$ cat src/rtl/uart_tx_arbiter.sv
// Round-robin arbiter that shares one UART transmitter between NUM_REQ byte
// producers. It latches the winning byte, pulses tx_start, waits for tx_done
// (guarded by a tick-based watchdog), then holds off for an idle gap.
//
// state      | meaning
// -----------+---------------------------------------------------------
// S_IDLE     | waiting for any request; round-robin pick on request
// S_LOAD     | one cycle: gnt and tx_start are high together
// S_WAIT_DONE| frame in flight; watchdog counts ticks until tx_done
// S_GAP      | inter-frame idle, counts GAP_TICKS ticks
module uart_tx_arbiter #(
  parameter int NUM_REQ       = 4,
  parameter int GAP_TICKS     = 16,
  parameter int TIMEOUT_TICKS = 255
) (
  input  logic                 clk,
  input  logic                 rst,
  input  logic                 tick,
  input  logic [NUM_REQ-1:0]   req,
  input  logic [8*NUM_REQ-1:0] req_data,
  output logic [NUM_REQ-1:0]   gnt,
  output logic                 tx_start,
  output logic [7:0]           tx_data,
  input  logic                 tx_done,
  output logic [2:0]           grant_id,
  output logic                 busy,
  output logic                 timeout_err
);

  typedef enum logic [1:0] {S_IDLE, S_LOAD, S_WAIT_DONE, S_GAP} state_t;

  // After a frame (or abort) either idle out for the gap or go straight back.
  localparam state_t POST_FRAME = (GAP_TICKS == 0) ? S_IDLE : S_GAP;
  localparam logic [7:0] GAP_LAST = 8'(GAP_TICKS - 1);
  localparam logic [7:0] WD_LAST  = 8'(TIMEOUT_TICKS - 1);
  localparam logic [NUM_REQ-1:0] ONE = {{(NUM_REQ-1){1'b0}}, 1'b1};

  state_t               r_state, w_state;
  logic [2:0]           r_last_id, w_last_id;
  logic [7:0]           r_gap_cnt, w_gap_cnt;
  logic [7:0]           r_wd_cnt, w_wd_cnt;
  logic [NUM_REQ-1:0]   r_gnt, w_gnt;
  logic                 r_tx_start, w_tx_start;
  logic [7:0]           r_tx_data, w_tx_data;
  logic [2:0]           r_grant_id, w_grant_id;
  logic                 r_busy, w_busy;
  logic                 r_timeout_err, w_timeout_err;
  logic                 w_found;
  logic [2:0]           w_win;
  logic [7:0]           w_win_data;

  // Returns {found, index}: first requester at or after last+1, with wrap.
  function automatic logic [3:0] rr_pick(input logic [NUM_REQ-1:0] req_v,
                                         input logic [2:0] last);
    logic [3:0]         res;
    logic [NUM_REQ-1:0] shifted;
    int                 idx;
    res = '0;
    for (int i = 1; i <= NUM_REQ; i++) begin
      idx = int'(last) + i;
      if (idx >= NUM_REQ) idx = idx - NUM_REQ;
      shifted = req_v >> idx;
      if (!res[3] && shifted[0]) res = {1'b1, 3'(idx)};
    end
    return res;
  endfunction

  // Round-robin winner and its byte, evaluated every cycle for the IDLE decision.
  always_comb begin
    logic [3:0]           pick;
    logic [8*NUM_REQ-1:0] data_sh;
    pick       = rr_pick(req, r_last_id);
    w_found    = pick[3];
    w_win      = pick[2:0];
    data_sh    = req_data >> (8 * int'(w_win));
    w_win_data = data_sh[7:0];
  end

  // Next-state and next-output logic; every output is registered below.
  always_comb begin
    w_state       = r_state;
    w_last_id     = r_last_id;
    w_gap_cnt     = r_gap_cnt;
    w_wd_cnt      = r_wd_cnt;
    w_gnt         = '0;
    w_tx_start    = 1'b0;
    w_tx_data     = r_tx_data;
    w_grant_id    = r_grant_id;
    w_timeout_err = 1'b0;
    case (r_state)
      S_IDLE: begin
        if (w_found) begin
          w_state    = S_LOAD;
          w_grant_id = w_win;
          w_last_id  = w_win;
          w_tx_data  = w_win_data;
          w_gnt      = ONE << w_win;
          w_tx_start = 1'b1;
        end
      end
      S_LOAD: begin
        w_wd_cnt = '0;
        w_state  = S_WAIT_DONE;
      end
      S_WAIT_DONE: begin
        // A done pulse on the terminal tick still counts as a clean finish.
        if (tx_done) begin
          w_gap_cnt = '0;
          w_state   = POST_FRAME;
        end else if (tick) begin
          if (r_wd_cnt == WD_LAST) begin
            w_timeout_err = 1'b1;
            w_gap_cnt     = '0;
            w_state       = POST_FRAME;
          end else begin
            w_wd_cnt = r_wd_cnt + 8'd1;
          end
        end
      end
      S_GAP: begin
        if (tick) begin
          if (r_gap_cnt == GAP_LAST) w_state = S_IDLE;
          else w_gap_cnt = r_gap_cnt + 8'd1;
        end
      end
      default: w_state = S_IDLE;
    endcase
    w_busy = (w_state != S_IDLE);
  end

  // State, counters and registered outputs; reset restarts priority at requester 0.
  always_ff @(posedge clk or posedge rst) begin
    if (rst) begin
      r_state       <= S_IDLE;
      r_last_id     <= 3'(NUM_REQ - 1);
      r_gap_cnt     <= '0;
      r_wd_cnt      <= '0;
      r_gnt         <= '0;
      r_tx_start    <= 1'b0;
      r_tx_data     <= '0;
      r_grant_id    <= '0;
      r_busy        <= 1'b0;
      r_timeout_err <= 1'b0;
    end else begin
      r_state       <= w_state;
      r_last_id     <= w_last_id;
      r_gap_cnt     <= w_gap_cnt;
      r_wd_cnt      <= w_wd_cnt;
      r_gnt         <= w_gnt;
      r_tx_start    <= w_tx_start;
      r_tx_data     <= w_tx_data;
      r_grant_id    <= w_grant_id;
      r_busy        <= w_busy;
      r_timeout_err <= w_timeout_err;
    end
  end

  assign gnt         = r_gnt;
  assign tx_start    = r_tx_start;
  assign tx_data     = r_tx_data;
  assign grant_id    = r_grant_id;
  assign busy        = r_busy;
  assign timeout_err = r_timeout_err;

endmodule

$ cat config.mk
export PLATFORM = sky130hd
export DESIGN_NAME = uart_tx_arbiter
export DESIGN_NICKNAME = d
export VERILOG_FILES = /design/src/rtl/uart_tx_arbiter.sv
export SDC_FILE = /design/constraint.sdc
export NUM_CORES = 1
export LEC_CHECK = 0
export ABC_CLOCK_PERIOD_IN_PS = 6900
export CORE_MARGIN = 3
export CORE_UTILIZATION = 53
export CTS_CLUSTER_DIAMETER = 150
export CTS_CLUSTER_SIZE = 16
export DETAILED_ROUTE_END_ITERATION = 7
export MAX_ROUTING_LAYER = met4
export PLACE_DENSITY = 0.93
export SLEW_MARGIN = 20
export SYNTH_ARGS = -nofsm -noshare
export SYNTH_HDL_FRONTEND = slang
export SYNTH_SLANG_ARGS = --single-unit
$ cat constraint.sdc
create_clock -name clk -period 6.9 [get_ports clk]
set_input_delay 1.38 -clock clk [delete_from_list [all_inputs] [get_ports clk]]
set_output_delay 1.38 -clock clk [all_outputs]
set_load 0.02 [all_outputs]
==> impl_results.md <==
* Die area at 5096 sq um
* Psw at 0.2245 mW
* DRC Markers at 0
* Final setup TNS at 0 ns
* Asr flop ratio synth at between 90% and 100%
* Hold bufs inserted after CTS at 0
* Antenna diode count at 0
* DIE WIDTH at 71.39 um
* Peak Freq at 250.9 MHz
* Height of the chip at 71.39 um
* Nets at about 330
* Distinct cells, synth at 46
* Gate Count Post-Synth at 228
* Layout Area Growth over Synthesis at 31.36%
* Routability Congestion at 0.8908
* Crit path kind: input pin to flip-flop
* I/O Buffers at 57
* P_leak at 1.368 nW
* Yosys reg bits at 38
* Initial antenna violation count at 0
* Worst rel slew slack at 30.26%
* Post-Synth Adder-Cell Area at 4.970%
* Grt ovf at 0
* Power Total at 0.6960 mW
* Layout cells sized above 1 at 11.23%
* Largest net degree at the start of global routing at 39
* Top post-synthesis cells by area: dfrtp_1, mux2i_1, ha_1
* Combinational power share at between 30 and 40%
* Cts repair resizes at 0
* Effective utilization at floorplan at between 50% and 60%
* Sequential area share after synthesis at 42.08%
* Mux share of post-synthesis cell area at 13.75%
* Sw Ratio at about 32%
* Average wire per standard cell at approximately 16 um
* CTS max path bufs at 2
* Mean post-synth cell area at approximately 10 sq um
* RSZ-0062 raised after global routing: false
* Final Core Density at 73.36%
* Maxcap violations at 0
* Critical Path RT at 7.06 ns
* CTS sink count at 38
* Via count at 1902
* Vias in the first global route at between 1500 and 2000
* Post-DRT Antenna Nets at 0
* Post-synth EDFFs at 0
* All-Layer GR Usage at a little under a quarter
* Post-Syn Nets at 277
* Drt via density at between 5 and 6
* Worst Path Max Fanout at 20
* Final Cycle Share at about 58%
* Hpwl dp at 3821 um
* Clock root cell: clkbuf_8
* Post-synth top area share at between 30% and 40%
* Yosys top cell by area: dfrtp_1
* Io pins at 58
* Internal at 0.4715 mW
* Post-Place Cells at 327
* Site row count at 23
* Synth Area in Compound Gates at 11.65%
* Largest family of logic cells by synthesized area: simple AND/OR/NAND/NOR gates
* Initial DRC Count at 103
* Tmin final at 3.985 ns
* Fill cells at ~290
* Clock Power Share at approximately 28%
* Worst path top cell family by delay: compound AO/OA/AOI/OAI gates
* H-tree levels at 2
* Total Wirelength at 5226 um
* Seq pwr share at 41.2%
* CORE AREA at 4058 sq um
* Worst setup EP type: flip-flop
* Worst-Skew Late Latency at 0.31 ns
* Xor and xnor area share after synthesis at under 10%
* Skew final at 0.01257 ns
* Commonest cells in the netlist: dfrtp_1, nor2_1, mux2i_1
* Crit path launch type: input pin
* CTS tree: done
* Max Slew Vio Count at 0
* Power Dens Cells at 233.8 nW/um^2
* Slowest library cell on the worst path: a311o_1
* Status: complete, no violations
* Simple logic cell fraction of the synthesized area at 18.28%
* Worst-path cell chain: clkdlybuf4s50_1 > mux2i_1 > o22ai_1 > nor2_1 > a311o_1 > clkinv_1 > nand2_1 > o221ai_1
* Worst VDD drop at between 0.15 and 0.2 mV
* Post-CTS setup repair buffer count at 0
* Max stage delay on crit path at between 0.8 and 0.9 ns
* HP Class: flip-flop to flip-flop
* Most used DFF post-synth: dfrtp_1
* Crit path DAT at 4.15 ns
* Buf/Inv on CP at 2
* Hold Vio Cnt, Final at 0
* First-pass GRT wire length at 8956 um
* # setup viols final at 0
* Fin cells at 335
* TritonRoute pass-1 iters at 5
* Synth warnings at 0
* Count leader, synth: dfrtp_1
* Syn Std Cell Area at 2266 sq um
* Clock-pin slew on the worst setup and hold paths at 0.07 ns
* Worst-margin pin slew at 1.046 ns
* CTS buffer count at 5
[power by group through the flow]
stage,sequential (mW),combinational [mW],clock [mW]
2_1_floorplan,0.287,0.149,0
3_3_place_gp,0.288,0.205,0
3_5_place_dp,0.290,0.215,0
4_1_cts,0.286,0.218,0.194
5_1_grt,0.292,0.237,0.202
6_report,0.287,0.217,0.193
[cell type report]
class	instances	area, sq um	share of cell area, %
tap	50	62.56	2.102
clock inverter	3	45.04	1.513
inverter	12	45.04	1.513
timing repair buffer	59	585.6	19.67
clock buffer	5	68.82	2.312
multi-input combinational	168	1216	40.86
sequential	38	953.4	32.03
[tightest hold or removal path, stage by stage, from the launching register on]
cell     delay, ns
dfrtp_1       0.34
nand2_1       0.06
o21ai_2       0.05
[flip-flops by register name, indices dropped and copies added, names as in the netlist]
signal and count:
busy 1, gnt 4, grant_id 2, r_gap_cnt 8, r_last_id 3, r_state 2
r_wd_cnt 8, timeout_err 1, tx_data 8, tx_start 1
[path summary, 6_finish.rpt]
kind | from | endpoint | slack [ns] | cells past startpoint
setup / recovery | req[3] | tx_data[0] | 2.91 | 8
hold / removal | tx_data[6] | tx_data[6] | 0.48 | 2
hold reg to reg | tx_data[6] | tx_data[6] | 0.48 | 2
setup reg to reg | r_last_id[0] | tx_data[0] | 3.22 | 9
max in group asynchronous | rst | r_last_id[0] | 5.06 | 3
min in group asynchronous | rst | r_wd_cnt[3] | 1.48 | 3
[cell usage in the layout (no fill, tap or decap), types with 3 or more instances in the layout]
cell,instances
and4_1,3
o22ai_1,4
clkbuf_8,5
xor2_1,10
o21ai_0,6
ha_1,9
nand3_1,5
a21oi_1,3
mux2i_1,21
xnor2_1,3
and3_1,3
nor2_1,26
mux2_2,7
nand2_1,19
nand2b_1,10
clkdlybuf4s50_1,57
dfrtp_1,36
inv_1,10
a31oi_1,3
o21ai_2,7
nand4_1,5
[layer usage]
layer	vias to the layer above	track usage, %	wire [um]
met4	0	10.02	158
li1	903	-	-
met2	77	37.14	2591
met3	19	6.872	351
met1	903	26.43	2124
met5	-	-	0
[kinds of logic after synthesis]
kind of cell,Yosys count
mux,29
fa+ha+maj,9
simple gates,82
flops,38
xor+xnor,13
buf+inv,22
compound gates,35
[stage by stage]
stage | setup WS [ns] | area [sq um] | hold WS, ns
2_1_floorplan | 3.623 | 2266 | 0.4962
3_3_place_gp | 2.710 | 2863 | 0.4619
4_1_cts | 2.921 | 2977 | 0.4808
5_1_grt | 2.665 | 2977 | 0.5154
6_report | 2.915 | 2977 | 0.4761
3_5_place_dp | 2.618 | 2863 | 0.4646
(Power assumes the default switching activity.)
==> RTL change (same flow settings) <==
Reset style: synchronous (`rst`), changed in one clocked block.
--- a/src/rtl/uart_tx_arbiter.sv
+++ b/src/rtl/uart_tx_arbiter.sv
@@ -129,7 +129,7 @@
   end
 
   // State, counters and registered outputs; reset restarts priority at requester 0.
-  always_ff @(posedge clk or posedge rst) begin
+  always_ff @(posedge clk) begin
     if (rst) begin
       r_state       <= S_IDLE;
       r_last_id     <= 3'(NUM_REQ - 1);
Check against the original RTL: differs if rst is asserted again (counterexample within 4 cycles, from zero or initial values and one cycle with rst high); with rst held inactive, the same outputs for 10 cycles.
==> RTL change against the original RTL <==
  * Worst hold slack better by 19 ps
  * Area after synthesis is 13% higher
  * Sequential cell count stayed put
  * Sequential share of layout area is 8.6 points lower
  * Routed wire length is 17% higher
  * Setup slack better by 200 ps
  * First-iteration DRC count is 6.8% higher
  * Register-to-register slack worse by 30 ps
  * Clock skew is 5.0 ps lower
  * Design area is 9.2% higher
  * Synthesized cell count is 32% higher
  * Critical path type unchanged
  * Critical endpoint is now tx_data[4]
Power is not compared: it rests on default switching activity, and its combinational part moved more than twofold at a synthesized area within 25%.
==> RTL change: results (changes against the original RTL) <==
* Status: finished clean
* Synth cell count leaders: dfxtp_1, nand2_1, nor2_1
* Crit path setup slack, layout at 3120 ps (+201 ps)
* Unique cell type count in the Yosys netlist at 61 (+33%)
* Top FF cell, synth: dfxtp_1
* Area post-placement at 3100 sq um (+8.3%)
* Pin count of the biggest net entering global routing at 42 (+7.7%)
* Post-DP HPWL at 4380 microns (+15%)
* Clk Latency, worst-skew pair at 290 ps (-20 ps)
* CP Max Fanout at 27 (+35%)
* Total GRT Usage at 23.7% (+0.77 points)
* CP Data Arrival Time at 3940 ps (-210 ps)
* Flop2flop setup slack at 3190 ps (-30 ps)
* Compound-gate portion of the synthesized area at 24.4% (+13 points)
* Worst Hold Launch: r_gap_cnt[1]
* Hold Path End: r_gap_cnt[1]
* Layout cells sized above 1 at 9.35% (-1.9 points)
* Global-route wire length before repair at 10300 microns (+15%)
* Seq/Total Area, Yosys at 29.8% (-12 points)
* Syn nets at 350 (+26%)
* End of the critical path: tx_data[4]
* Overall power at 1220 uW
* Top cells by area, synth: dfxtp_1, nand2_1, ha_1
* DP Worst Slack at 2540 ps (-76.2 ps)
* Clock skew at 7.56 ps (-5.01 ps)
* Final hold slack at 495 ps (+19.4 ps)
* Post-synthesis mux area share at 7.20% (-6.6 points)
* R2r startpoint: r_last_id[0]
* Post-Synth Adder-Cell Area at 4.90% (-0.072 points)
* Post-route non-filler standard cell count at 405 (+21%)
* Final wirelength at 6130 microns (+17%)
* XOR/XNOR share of the synthesized area at 4.11% (-0.91 points)
* Gp weighted congestion at 0.830 (-6.8%)
* Async SR Flop Fraction at 0% (-100 points)
* Final #Nets at 402 (+21%)
## RTL change: changes by cell type in the layout (fill, tap and decap cells not counted), moves of 7 or more
cell,before,now
and2_1,1,15
dfrtp_1,36,0
a22o_1,0,9
o21ai_1,0,9
dfxtp_1,0,38
a221oi_1,0,7
mux2i_1,21,3
o21ai_2,7,0
nand2_1,19,36
o211ai_1,0,9
## RTL change: layout make-up
class	count	area, sq um
clock buffer	6	82.6
clock inverter	2	60.1
fill	337	1250
inverter	5	18.8
multi-input combinational	244	1680
sequential	38	761
tap	52	65.1
timing repair buffer	58	578
## RTL change: per-layer routing
metal | GRT usage (%) | wire [microns]
met1 | 29.7 | 2710
met2 | 38.0 | 2900
met3 | 4.22 | 388
met4 | 9.32 | 126
met5 | - | 0
## RTL change: critical path: stages
cell	delay [ps]
clkdlybuf4s50_1	540
mux4_1	290
nand4_1	200
a21boi_4	690
mux2_2	410
a221oi_1	280
o211ai_1	130
